<file path="config.mk">
export PLATFORM = sky130hd
export DESIGN_NAME = fifo_uart_tx
export DESIGN_NICKNAME = d
export VERILOG_FILES = /design/src/rtl/fifo_uart_tx.sv
export SDC_FILE = /design/constraint.sdc
export NUM_CORES = 1
export LEC_CHECK = 0
export ABC_CLOCK_PERIOD_IN_PS = 1620
export CAP_MARGIN = 20
export CORE_MARGIN = 2
export CORE_UTILIZATION = 50
export CTS_BUF_LIST = sky130_fd_sc_hd__clkbuf_8
export DETAILED_ROUTE_END_ITERATION = 10
export PLACE_DENSITY_LB_ADDON = 0.1
export SKIP_LAST_GASP = 1
export SLEW_MARGIN = 20
export SYNTH_ARGS = -nofsm -noshare
export SYNTH_HDL_FRONTEND = slang
export SYNTH_SLANG_ARGS = --single-unit
</file>
<file path="constraint.sdc">
create_clock -name clk -period 1.62 [get_ports clk]
set_input_delay 0.324 -clock clk [delete_from_list [all_inputs] [get_ports clk]]
set_output_delay 0.324 -clock clk [all_outputs]
set_load 0.005 [all_outputs]
</file>
<file path="src/rtl/fifo_uart_tx.sv">
// fifo_uart_tx: pops words from a FIFO read port and sends each one as an
// asynchronous serial frame (start bit, n data bits LSB-first, stop bit).
// All outputs are registered from the current state, so the line and strobe
// trail the state register by one clk cycle.
module fifo_uart_tx #(
  parameter int unsigned n   = 8,
  parameter int unsigned div = 16
) (
  input  logic         clk,
  input  logic         rst_n,
  input  logic [n-1:0] fifo_data,
  input  logic         fifo_empty,
  output logic         fifo_clk_o,
  output logic         tx,
  output logic         busy
);

  localparam int unsigned BAUD_W = (div > 1) ? $clog2(div) : 1;
  localparam int unsigned BIT_W  = $clog2(n + 1);
  localparam logic [BAUD_W-1:0] BAUD_LAST = BAUD_W'(div - 1);
  localparam logic [BIT_W-1:0]  BIT_LAST  = BIT_W'(n - 1);

  typedef enum logic [2:0] {
    IDLE,
    POP,
    SETTLE,
    START,
    DATA,
    STOP
  } state_e;

  state_e            state_q, state_d;
  logic [BAUD_W-1:0] baud_q, baud_d;
  logic [BIT_W-1:0]  bit_q, bit_d;
  logic [n-1:0]      shreg_q, shreg_d;
  logic              tx_d, busy_d, strobe_d;
  logic              baud_wrap;

  // State register
  always_ff @(posedge clk or negedge rst_n) begin
    if (!rst_n) begin
      state_q <= IDLE;
    end else begin
      state_q <= state_d;
    end
  end

  // Next state, counters, shift register and output decode
  always_comb begin
    state_d   = state_q;
    baud_d    = baud_q;
    bit_d     = bit_q;
    shreg_d   = shreg_q;
    tx_d      = 1'b1;
    busy_d    = 1'b1;
    strobe_d  = 1'b0;
    baud_wrap = (baud_q == BAUD_LAST);

    case (state_q)
      IDLE: begin
        busy_d = 1'b0;
        if (!fifo_empty) begin
          state_d = POP;
        end
      end

      POP: begin
        strobe_d = 1'b1;
        state_d  = SETTLE;
      end

      // FIFO output has had a full cycle to settle after the strobe edge
      SETTLE: begin
        shreg_d = fifo_data;
        baud_d  = '0;
        bit_d   = '0;
        state_d = START;
      end

      START: begin
        tx_d = 1'b0;
        if (baud_wrap) begin
          baud_d  = '0;
          state_d = DATA;
        end else begin
          baud_d = baud_q + BAUD_W'(1);
        end
      end

      DATA: begin
        tx_d = shreg_q[0];
        if (baud_wrap) begin
          baud_d  = '0;
          shreg_d = shreg_q >> 1;
          if (bit_q == BIT_LAST) begin
            bit_d   = '0;
            state_d = STOP;
          end else begin
            bit_d = bit_q + BIT_W'(1);
          end
        end else begin
          baud_d = baud_q + BAUD_W'(1);
        end
      end

      // Last stop cycle decides between back-to-back pop and idle
      STOP: begin
        if (baud_wrap) begin
          baud_d  = '0;
          state_d = fifo_empty ? IDLE : POP;
        end else begin
          baud_d = baud_q + BAUD_W'(1);
        end
      end

      default: begin
        busy_d  = 1'b0;
        state_d = IDLE;
      end
    endcase
  end

  // Datapath and registered outputs
  always_ff @(posedge clk or negedge rst_n) begin
    if (!rst_n) begin
      baud_q     <= '0;
      bit_q      <= '0;
      shreg_q    <= '0;
      tx         <= 1'b1;
      busy       <= 1'b0;
      fifo_clk_o <= 1'b0;
    end else begin
      baud_q     <= baud_d;
      bit_q      <= bit_d;
      shreg_q    <= shreg_d;
      tx         <= tx_d;
      busy       <= busy_d;
      fifo_clk_o <= strobe_d;
    end
  end

endmodule
</file>
==> flow_metrics.tcl <==
set metrics [dict create \
    dp_worst_setup_slack_ns -0.0255 \
    final_common_cell "dfrtp_1" \
    final-setup-viol-count 1 \
    antenna_cells 0 \
    synth_cell_types 39 \
    clk_latency_ns 0.26 \
    route.detailed.drc 0 \
    rsz0062_at_grt "true" \
    drive_above_1_share 0.310 \
    cts_tree "yes" \
    groute.usage.overall 0.197 \
    core_sq_um 2430 \
    port-buffer-count 13 \
    synth_cells 117 \
    status "finished with violations" \
    gp_congestion 0.731 \
    routed_wl_um 2730 \
    ff_latch_area_sq_um 552 \
    die_h_um 54.0 \
    p_leak_uw 0.000729 \
    synth_top_cells_by_area "dfrtp_1, mux2_2, nor2b_1, a211oi_1, dfstp_2" \
    yosysTopAreaCell "dfrtp_1" \
    period_minus_slack_ns 1.64 \
    ir_drop_mv 1.12 \
    path_cells "buf_4, nor3b_4, buf_12, mux2_2, mux2_4" \
    slowest_stage "dfrtp_1" \
    drt_pass1_iterations 6 \
    cts.sinks 22 \
    clock_tree.buffer_depth 2 \
    grt_pass1_vias 957 \
    synth_seq_cells 22 \
    total_power_uw 2710 \
    path_buf_inv 2 \
    cts_root_buffer "clkbuf_8" \
    ys_warn_count 0 \
    fin_crit_sh 1.01 \
    die_area_sq_um 2920 \
    cp_top_family "multiplexers" \
    multiInputGateArea_sq_um 673 \
    criticalPathCategory "flop to flop" \
    overflow 0 \
    max_stage_delay_ns 0.40 \
    cts.clk_slew.worst_paths_ns 0.08 \
    avgViaCountPerCell 5.62 \
    num-nets-final 159 \
    synth_top_area_frac 0.420 \
    setup_tns_ns -0.0206 \
    numCtsBuffers 3 \
    avgSynthCellArea_sq_um 10.7 \
    rows 18 \
    hold_viol 0 \
    initial_core_util 0.514 \
    worst_clock_skew_ns 0.00500 \
    violations "setup timing" \
    clock.fmax_mhz 610 \
    ys_seq_area_frac 0.441 \
    critPathLaunchType "flop" \
    maxCapViolCount 0 \
    die_x_um 54.0 \
    ios 14 \
    antenna_found_initial 0 \
    drv_slew 0 \
    htreeDepth 1 \
    crit_path_end_kind "flop" \
    hold_class "input port to async pin" \
    area_delta_synth_final_pct 33.2 \
    synthesis.area_sq_um 1250 \
    worst_slew_pin_slew_ns 0.293 \
    layout_common_cells "dfrtp_1, buf_4, mux2_2, clkdlybuf4s50_1, nor2b_1" \
    vias 984 \
    wl_per_cell_um 15.6 \
    crit_path_max_fanout 9 \
    powerDensity_nw_per_um2 1630 \
    grt_pass1_wl_um 4120 \
    drt_iter0_drc 16 \
    required_ns 1.77 \
    ant_nets 0 \
    grt_max_degree 23 \
    hpwl_um 1850 \
    nFillCells 187 \
    fin_ws_ns -0.0206 \
    cp.arrival_ns 1.79 \
    synth_fp_nets 130 \
    slew_headroom 0.805 \
]
## layout make-up
| type | count | area share |
|---|---|---|
| Sequential cell | 22 | 0.331 |
| Tap cell | 30 | 0.0225 |
| Clock buffer | 3 | 0.0248 |
| Clock inverter | 1 | 0.0180 |
| Inverter | 4 | 0.00901 |
| Multi-Input combinational cell | 83 | 0.404 |
| Timing Repair Buffer | 32 | 0.191 |
## registers in the layout (all words and copies together), names as in the netlist
| register | flops |
|---|---|
| state_q | 3 |
| fifo_clk_o | 1 |
| bit_q | 4 |
| tx | 1 |
| busy | 1 |
| baud_q | 4 |
| shreg_q | 8 |
## cells by family after synthesis
family                   synth area share
AND/OR/NAND/NOR                     0.174
AO/OA/AOI/OAI                       0.171
flip-flops                          0.441
multiplexers                        0.152
buffers and inverters              0.0420
adder cells (fa/ha/maj)            0.0200
## path summary, 6_finish.rpt
kind / startpoint / end / slack (ns) / cells past startpoint
worst max-delay path: state_q[1]$_DFFE_PN0P_ / shreg_q[0]$_DFFE_PN0P_ / -0.02 / 5
worst min-delay path: rst_n / state_q[1]$_DFFE_PN0P_ / 0.41 / 2
worst max register to register: state_q[1]$_DFFE_PN0P_ / shreg_q[0]$_DFFE_PN0P_ / -0.02 / 5
worst min register to register: shreg_q[5]$_DFFE_PN0P_ / shreg_q[5]$_DFFE_PN0P_ / 0.51 / 1
max in group asynchronous: rst_n / tx$_DFF_PN1_ / 0.93 / 2
min in group clk: shreg_q[5]$_DFFE_PN0P_ / shreg_q[5]$_DFFE_PN0P_ / 0.51 / 1
## where the power goes
group | internal (uW) | leakage (uW) | switching (uW)
clock | 330 | 0.0000357 | 179
combinational | 762 | 0.000429 | 576
sequential | 757 | 0.000264 | 111
total | 1850 | 0.000729 | 866
## metrics by stage
stage	cell area (sq um)	hold slack [ns]	utilization	std cells
after global placement	1520	0.486	0.625	168
after global routing	1670	0.441	0.685	175
after detailed placement	1520	0.492	0.625	168
final	1670	0.407	0.685	175
after floorplan	1260	0.0284	-	117
after CTS	1610	0.408	0.663	173
## metal layers
| layer | up-vias | GRT usage | wire [um] | part of all wire |
|---|---|---|---|---|
| met3 | 2 | 0.0417 | 74 | 0.027 |
| met4 | 0 | 0.0500 | 23 | 0.0084 |
| li1 | 489 | - | - | - |
| met2 | 17 | 0.329 | 1320 | 0.48 |
| met5 | - | 0 | 0 | 0 |
| met1 | 476 | 0.257 | 1310 | 0.48 |
## repair_timing
item	CTS	global route
cloned	0	1
hold buffers	0	0
pin swaps	1	2
resized for setup	0	6
setup endpoints to repair	8	9
buffers inserted	1	1
## worst reg2reg max path, stage by stage, from the launching register on
cell and delay [ns]:
dfrtp_1 0.40, buf_4 0.15, nor3b_4 0.21, buf_12 0.16
mux2_2 0.34, mux2_4 0.27
## cell usage after synthesis
cell        n
a211oi_1    4
a21boi_0    1
a21oi_1     4
a221o_1     1
a22oi_1     3
a2bb2oi_1   2
a311o_1     2
a31oi_1     2
and2_1      1
and3_1      2
and3b_1     1
buf_1       2
buf_6       1
clkbuf_1    5
dfrtp_1    21
dfstp_2     1
ha_1        2
inv_1       4
mux2_2     16
mux2i_1     1
nand2_1     4
nand2b_1    1
nand3_1     5
nand4_1     1
nand4b_1    1
nor2_1      6
nor2b_1     8
nor3_1      3
nor3b_1     1
nor3b_2     1
o211ai_2    1
o21ai_0     2
o21bai_1    1
o22a_1      1
o22ai_1     1
o22ai_4     1
o2bb2ai_1   1
or3b_4      1
or4b_1      1
Power figures use the tool's default switching activity.
